[src/rtl/mem_arbiter.sv]
// rtl/mem_arbiter.sv - IF/data arbiter and sequencer for the shared 16-bit system memory.
// Define MEM_ARB_FAIR_EN to add the IF anti-starvation counter (default: fixed data-over-IF priority).
module mem_arbiter #(
    parameter int ADDR_W       = 16,
    parameter int DATA_W       = 16,
    parameter int WRITE_CYCLES = 2,
    parameter int FAIR_LIMIT   = 3
) (
    input  logic              clk,
    input  logic              rst,
    input  logic              ifReq,
    input  logic [ADDR_W-1:0] ifAddr,
    output logic [DATA_W-1:0] ifData,
    output logic              ifDone,
    input  logic              dReq,
    input  logic              dWe,
    input  logic [ADDR_W-1:0] dAddr,
    input  logic [DATA_W-1:0] dWData,
    output logic [DATA_W-1:0] dRData,
    output logic              dDone,
    output logic              busy,
    output logic [ADDR_W-1:0] memAddr,
    output logic [DATA_W-1:0] memWData,
    output logic [1:0]        memRw,
    input  logic [DATA_W-1:0] memRData
);

    typedef enum logic [1:0] {S_IDLE, S_RD, S_WR} state_t;

    localparam int WCW = (WRITE_CYCLES > 1) ? $clog2(WRITE_CYCLES) : 1;

    state_t              r_state;
    state_t              w_next;
    logic [WCW-1:0]      r_wcnt;
    logic                r_own_d;
    logic [ADDR_W-1:0]   r_addr;
    logic [DATA_W-1:0]   r_wdata;
    logic [DATA_W-1:0]   r_if_data;
    logic [DATA_W-1:0]   r_d_data;
    logic                r_if_done;
    logic                r_d_done;
    logic                w_if_elig;
    logic                w_d_elig;
    logic                w_force_if;
    logic                w_grant_d;
    logic                w_grant_if;
    logic                w_wr_last;
    logic [1:0]          w_mem_rw;
    logic                w_busy;

    // A port whose done is pulsing is still holding its old request; ignore it this cycle.
    assign w_if_elig  = ifReq & ~r_if_done;
    assign w_d_elig   = dReq & ~r_d_done;
    assign w_grant_d  = (r_state == S_IDLE) & w_d_elig & ~w_force_if;
    assign w_grant_if = (r_state == S_IDLE) & w_if_elig & ~w_grant_d;
    assign w_wr_last  = (r_wcnt == WCW'(WRITE_CYCLES - 1));

`ifdef MEM_ARB_FAIR_EN
    localparam int FCW = $clog2(FAIR_LIMIT + 1);
    logic [FCW-1:0] r_fair_cnt;

    assign w_force_if = w_if_elig & (r_fair_cnt >= FCW'(FAIR_LIMIT));

    always_ff @(posedge clk or posedge rst) begin
        if (rst) begin
            r_fair_cnt <= '0;
        end else if (r_state == S_IDLE) begin
            if (w_grant_if || !ifReq) begin
                r_fair_cnt <= '0;
            end else if (w_grant_d && w_if_elig) begin
                r_fair_cnt <= r_fair_cnt + FCW'(1);
            end
        end
    end
`else
    assign w_force_if = 1'b0;
`endif

    always_ff @(posedge clk or posedge rst) begin
        if (rst) begin
            r_state <= S_IDLE;
        end else begin
            r_state <= w_next;
        end
    end

    always_comb begin
        w_next = r_state;
        case (r_state)
            S_IDLE: begin
                if (w_grant_d) begin
                    w_next = dWe ? S_WR : S_RD;
                end else if (w_grant_if) begin
                    w_next = S_RD;
                end
            end
            S_RD:    w_next = S_IDLE;
            S_WR:    w_next = w_wr_last ? S_IDLE : S_WR;
            default: w_next = S_IDLE;
        endcase
    end

    always_comb begin
        w_mem_rw = 2'b00;
        w_busy   = 1'b0;
        case (r_state)
            S_RD: begin
                w_mem_rw = 2'b01;
                w_busy   = 1'b1;
            end
            S_WR: begin
                w_mem_rw = 2'b10;
                w_busy   = 1'b1;
            end
            default: ;
        endcase
    end

    always_ff @(posedge clk or posedge rst) begin
        if (rst) begin
            r_wcnt    <= '0;
            r_own_d   <= 1'b0;
            r_addr    <= '0;
            r_wdata   <= '0;
            r_if_data <= '0;
            r_d_data  <= '0;
            r_if_done <= 1'b0;
            r_d_done  <= 1'b0;
        end else begin
            r_if_done <= 1'b0;
            r_d_done  <= 1'b0;
            case (r_state)
                S_IDLE: begin
                    r_wcnt <= '0;
                    if (w_grant_d) begin
                        r_own_d <= 1'b1;
                        r_addr  <= dAddr;
                        if (dWe) begin
                            r_wdata <= dWData;
                        end
                    end else if (w_grant_if) begin
                        r_own_d <= 1'b0;
                        r_addr  <= ifAddr;
                    end
                end
                S_RD: begin
                    if (r_own_d) begin
                        r_d_data <= memRData;
                        r_d_done <= 1'b1;
                    end else begin
                        r_if_data <= memRData;
                        r_if_done <= 1'b1;
                    end
                end
                S_WR: begin
                    if (w_wr_last) begin
                        r_d_done <= 1'b1;
                    end else begin
                        r_wcnt <= r_wcnt + WCW'(1);
                    end
                end
                default: ;
            endcase
        end
    end

    assign ifData   = r_if_data;
    assign ifDone   = r_if_done;
    assign dRData   = r_d_data;
    assign dDone    = r_d_done;
    assign busy     = w_busy;
    assign memAddr  = r_addr;
    assign memWData = r_wdata;
    assign memRw    = w_mem_rw;

endmodule

[config.mk]
export PLATFORM = sky130hd
export DESIGN_NAME = mem_arbiter
export DESIGN_NICKNAME = d
export VERILOG_FILES = /design/src/rtl/mem_arbiter.sv
export SDC_FILE = /design/constraint.sdc
export NUM_CORES = 1
export LEC_CHECK = 0
export BUFFER_PORTS_ARGS = -buffer_cell sky130_fd_sc_hd__buf_2
export CORE_UTILIZATION = 46
export CTS_CLUSTER_DIAMETER = 150
export DETAILED_ROUTE_END_ITERATION = 8
export GPL_TIMING_DRIVEN = 1
export PLACE_DENSITY = 0.85
export SKIP_LAST_GASP = 1
export SLEW_MARGIN = 30
export SYNTH_ARGS = -nofsm -noshare
export SYNTH_HDL_FRONTEND = slang
export SYNTH_SLANG_ARGS = --single-unit
export TNS_END_PERCENT = 5
[constraint.sdc]
create_clock -name clk -period 2.7 [get_ports clk]
set_clock_uncertainty 0.05 [all_clocks]
set_input_delay 0.27 -clock clk [delete_from_list [all_inputs] [get_ports clk]]
set_output_delay 0.27 -clock clk [all_outputs]
set_load 0.02 [all_outputs]
; Yosys cells after proc, flatten, opt, wreduce, memory -nomap -nowiden
; Index checks and enable logic that the tools add are counted.
[classes]
n_addsub = 1
bitwise_logic = 9
n_eq_ne = 3
n_reduce_logical = 8
n_mux = 18
[ops]
columns = operator, count
row1 = 16-bit 2-to-1 mux, 2
row2 = 1-bit 2-to-1 mux, 8
row3 = 2-bit 2-to-1 mux, 4
row4 = 2-bit one-hot mux with 2 select lines, 2
row5 = 2-bit AND reduction, 3
row6 = 1-bit bitwise AND, 5
row7 = 1-bit inverter, 4
row8 = 1-bit one-hot mux with 2 select lines, 2
row9 = 2-bit nonzero test, 2
row10 = 3-bit inequality test (second input constant), 1
row11 = 3-bit AND reduction, 1
row12 = 2-bit by 1-bit == test with 1-bit output (second input constant), 1
row13 = 2-bit == test (second input constant), 1
row14 = 2-bit zero test, 1
row15 = 2-bit OR reduction, 1
row16 = 1-bit adder (second input constant), 1
[totals]
elab_cells = 48
output_inout_bits = 69
ff_bits = 70
in_bits = 69

; Logic depth before layout (Yosys ltp)
[depth]
ltp_word = 8
depth_mapped = 7
mapped_depth_nobuf = 5

; Worst setup path before layout
; Ideal clock, no wire load.
[synth_path]
path_kind = flip-flop to flip-flop
from = register r_state[0]
to = register r_wdata[0] (netlist: memWData[0])
required_ps = 2525
setup_time_ps = 125
t_arrival_ps = 1399
setup_slack_ps = 1126
path_stages_with_launch = 7
path_buffers = 2
period_less_slack_ps = 1574
cell_sequence = dfrtp_1 -> inv_1 -> ha_1 -> buf_4 -> nand4b_4 -> buf_6 -> mux2_4
[synth_via]
elab_chain_len = 3
[synth_rtl]
columns = element, line
row1 = "start, declared", 32  ; state_t r_state;
row2 = "start signal, assigned", 83  ; r_state <= w_next;
row3 = 2-bit zero test *, "54, 132"
row4 = 1-bit bitwise AND, 54  ; assign w_grant_d = (r_state == S_IDLE) & w_d_elig & ~w_force_if;
row5 = 3-bit AND reduction (no source line) *, n/a
row6 = "end signal, assigned", 139  ; r_wdata <= dWData;
row7 = "end, declared", 37  ; logic [DATA_W-1:0] r_wdata;
; Mark *: on every way between the ends. The rest lies on a longest branch, timed or not.
; A chain may end at the register's enable or synchronous reset.

; Worst setup path after layout
[layout_path]
from = register r_state[0]
to = register r_addr[14] (netlist: memAddr[14])
[layout_via]
elab_chain_len = 6
elab_cells_between_ends = 8
cone_classes = 1 x mux / 4 x bitwise / 3 x reduce/logical
[layout_rtl]
columns = element, line
row1 = 2-bit zero test *, "54, 55, 132"
row2 = 1-bit bitwise AND, 54
row3 = 1-bit inverter, 55  ; assign w_grant_if = (r_state == S_IDLE) & w_if_elig & ~w_grant_d;
row4 = 1-bit bitwise AND, 55
row5 = 2-bit nonzero test (no source line), n/a
row6 = 2-bit AND reduction (no source line), n/a
row7 = "end signal, assigned", 137  ; r_addr <= dAddr;
row8 = "end signal, assigned", 143  ; r_addr <= ifAddr;
row9 = "end, declared", 36  ; logic [ADDR_W-1:0] r_addr;
; Marked as above.

==> impl_metrics.py <==
metrics = {
    "clock_tree": {
        "clk_pin_slew_ns": 0.08,
        "cts.htree.levels": 3,
        "clk_root_buffer_cell": "sky130_fd_sc_hd__clkbuf_8",
        "post-cts-setup-buffer-count": 0,
        "post_cts.resized_instances": 0,
        "tritoncts.num_buffers": 9,
        "holdBufCountCts": 0,
        "cts-root-to-sink-buffers": 2,
        "cts_tree": "done",
        "clock_insertion_delay_worst_skew_ns": 0.33,
        "cts_sinks": 70,
    },
    "power": {
        "cellLeakagePower_nw": 2.00,
        "share_comb_of_total_power_pct": 45.6,
        "design_power_total_mw": 5.26,
        "internal_power_mw": 3.22,
        "pwr-share-seq_pct": 35.0,
        "pwr_density_cell_mw_per_mm2": 1360,
        "clkPwrFrac_pct": 19.4,
        "vdd_drop_max_v": 0.000800,
        "power.switching_fraction_pct": 38.8,
        "net-switching-power_mw": 2.04,
    },
    "routing": {
        "vias": 2137,
        "detail_route.wl_per_cell_um": 14.6,
        "detail_route.first_pass.iterations": 4,
        "remaining_drc_errors": 0,
        "route.final.wire_length_mm": 6.19,
        "detail-route-antenna-nets": 0,
        "detail_route.vias_per_cell": 5.04,
        "drt_iter0_markers": 94,
    },
    "layout": {
        "final_common_cell": "sky130_fd_sc_hd__buf_2",
        "antenna_diodes": 0,
        "layout.cells.non_filler": 424,
        "layout_common_cells": "sky130_fd_sc_hd__buf_2, sky130_fd_sc_hd__dfrtp_1, sky130_fd_sc_hd__mux2_2, sky130_fd_sc_hd__inv_1",
        "area_delta_synth_final_pct": 33.6,
        "final_layout_size_suffix_gt1_share_pct": 59.6,
        "fin_nets": 417,
        "fin_util_pct": 64.6,
    },
    "grt": {
        "gr-usage-all-layers_pct": 19.5,
        "grt_pass1_vias": 2185,
        "largest_net_degree_at_the_start_of_global_routing": 71,
        "wire_length_of_the_first_global_routing_pass_mm": 9.65,
        "antenna_found_initial": 0,
        "total_gr_overflow": 0,
    },
    "setup_path": {
        "critical_path.endpoint_type": "flop",
        "timing.critical_path.buf_inv": 1,
        "crit_fanout": 17,
        "worst_path_max_delay_cell": "sky130_fd_sc_hd__nand3b_1",
        "critPathLaunchType": "flop",
        "crit_required_ns": 2.85,
        "worst_path_top_cell_family_by_delay": "simple AND/OR/NAND/NOR gates",
        "crit_path_max_incr_delay_ns": 0.57,
        "worst-setup-path-type": "flop to flop",
        "critical_path_cell_list": "inv_1, ha_1, nand3b_1, o32ai_1, a21oi_1",
        "cp_data_arrival_time_ns": 2.19,
    },
    "floorplanning": {
        "floorplan.io_pins": 138,
        "die_h_um": 81.3,
        "design.die.area_mm2": 0.00662,
        "placementRows": 28,
        "floorplan.initialDensity_pct": 48.3,
        "die_width_um": 81.3,
        "floorplan.core_area_mm2": 0.00599,
    },
    "sta": {
        "report.final.hold_viol_count": 0,
        "timing.final.max_slew_violations": 0,
        "finalHoldWorstSlack_ns": 0.0103,
        "fmax_mhz": 490,
        "unrepaired_setup_endpoints_after_global_routing": "false",
        "period_minus_slack_ns": 2.04,
        "timing.final.crit_share_pct": 75.6,
        "setup_viol": 0,
        "timing.setup.tns_ns": 0,
        "maxSlewHeadroom_pct": 51.4,
        "worst_slew_pin_slew_ns": 0.729,
    },
    "placement": {
        "post-dp-hpwl_mm": 4.41,
        "numPortBuffers": 137,
        "place.gp.congestion": 0.789,
        "place.detailed.instances": 408,
    },
    "job": {
        "cap_violations": 0,
    },
    "outcome": {
        "outcome": "finished clean",
    },
    "synthesis": {
        "syn_nets": 276,
        "fraction_of_registers_with_async_set_reset_pct": 100,
        "synth_top_area_cell": "sky130_fd_sc_hd__dfrtp_1",
        "synthesis.area_mm2": 0.00290,
        "post_synth_main_area_contributors": "sky130_fd_sc_hd__dfrtp_1, sky130_fd_sc_hd__mux2_2, sky130_fd_sc_hd__o32ai_1",
        "ys_ff_latch": 70,
        "synthesis.yosys.warnings": 0,
        "number_of_enable_type_register_cells_in_the_synthesized_netlist": 0,
        "synth_ff_type": "sky130_fd_sc_hd__dfrtp_1",
        "synthCells": 203,
        "synth_top_area_share_pct": 60.5,
        "postSynthAreaPerCell_um2": 14.3,
        "post_synth_num_cell_types": 23,
        "seq_area_frac_synth_pct": 60.5,
    },
    "worst_hold_path": {
        "hold_path.class": "primary input to asynchronous set/reset pin",
    },
}
-- flip-flops by register name (all words and copies together) (netlist names) --
signal / flops
dRData: 16
r_wcnt: 1
memAddr: 16
r_own_d: 1
ifDone: 1
ifData: 16
dDone: 1
memWData: 16
r_state: 2
-- path summary, 6_finish.rpt --
path                       slack, ns  cells after the start       start      endpoint
max                             0.66                      5  r_state[0]   memAddr[14]
min                             0.01                      3         rst     ifData[7]
max reg2reg                     0.66                      5  r_state[0]   memAddr[14]
min reg2reg                     0.45                      1  ifData[11]    ifData[11]
max in group asynchronous       2.13                      3         rst    ifData[12]
min in group clk                0.11                      2  dWData[12]  memWData[12]
-- worst reg2reg max path, cell delays in order, from the launching register on --
cell and delay [ns]:
sky130_fd_sc_hd__dfrtp_1 0.43, sky130_fd_sc_hd__inv_1 0.10, sky130_fd_sc_hd__ha_1 0.38, sky130_fd_sc_hd__nand3b_1 0.57, sky130_fd_sc_hd__o32ai_1 0.30, sky130_fd_sc_hd__a21oi_1 0.09
-- cells by family (layout without fill, tap and decap cells) --
family,count (synthesis),in the layout,share of synthesized area (%)
AO/OA/AOI/OAI,37,37,9.29
multiplexers,49,49,20.1
buffers and inverters,32,178,5.57
adder cells (fa/ha/maj),4,4,1.73
AND/OR/NAND/NOR,11,11,2.85
flip-flops,70,70,60.5
-- synthesized netlist by cell type (2+ instances only) --
library cell / instances
sky130_fd_sc_hd__mux2_2: 40
sky130_fd_sc_hd__nand2_1: 4
sky130_fd_sc_hd__buf_2: 3
sky130_fd_sc_hd__buf_4: 4
sky130_fd_sc_hd__o32ai_1: 16
sky130_fd_sc_hd__buf_6: 3
sky130_fd_sc_hd__dfrtp_1: 70
sky130_fd_sc_hd__ha_1: 4
sky130_fd_sc_hd__mux2_4: 8
sky130_fd_sc_hd__inv_1: 22
sky130_fd_sc_hd__a21boi_0: 2
sky130_fd_sc_hd__a21oi_1: 16
-- power groups by stage --
stage,clock [mW],sequential [mW],combinational [mW]
6_report,1.02,1.84,2.40
3_3_place_gp,0,1.82,2.36
4_1_cts,1.05,1.84,2.43
2_1_floorplan,0,2.46,1.06
5_1_grt,1.09,1.92,2.59
3_5_place_dp,0,1.86,2.42
-- area by class of cell --
class / instances / area [µm²]
fill: 481 / 2120
clock buffer: 10 / 138
timing repair buffer: 140 / 712
tap: 75 / 93.8
sequential: 70 / 1750
inverter: 22 / 82.6
clock inverter: 6 / 109
multi-input combinational: 101 / 982
-- layer usage --
| metal | global-route usage (%) | vias to the layer above | part of all wire (%) |
|---|---|---|---|
| li1 | - | 996 | - |
| met2 | 33.3 | 94 | 50 |
| met5 | 0 | - | 0 |
| met3 | 5.84 | 12 | 7.5 |
| met1 | 22.5 | 1035 | 41 |
| met4 | 8.75 | 0 | 1.5 |
-- through the flow --
step	setup slack [ns]	area [µm²]
2_1_floorplan	0.612	2900
6_report	0.658	3870
5_1_grt	0.450	3870
3_3_place_gp	0.820	3620
3_5_place_dp	0.651	3620
4_1_cts	0.642	3860
Power figures use the tool's default switching activity.
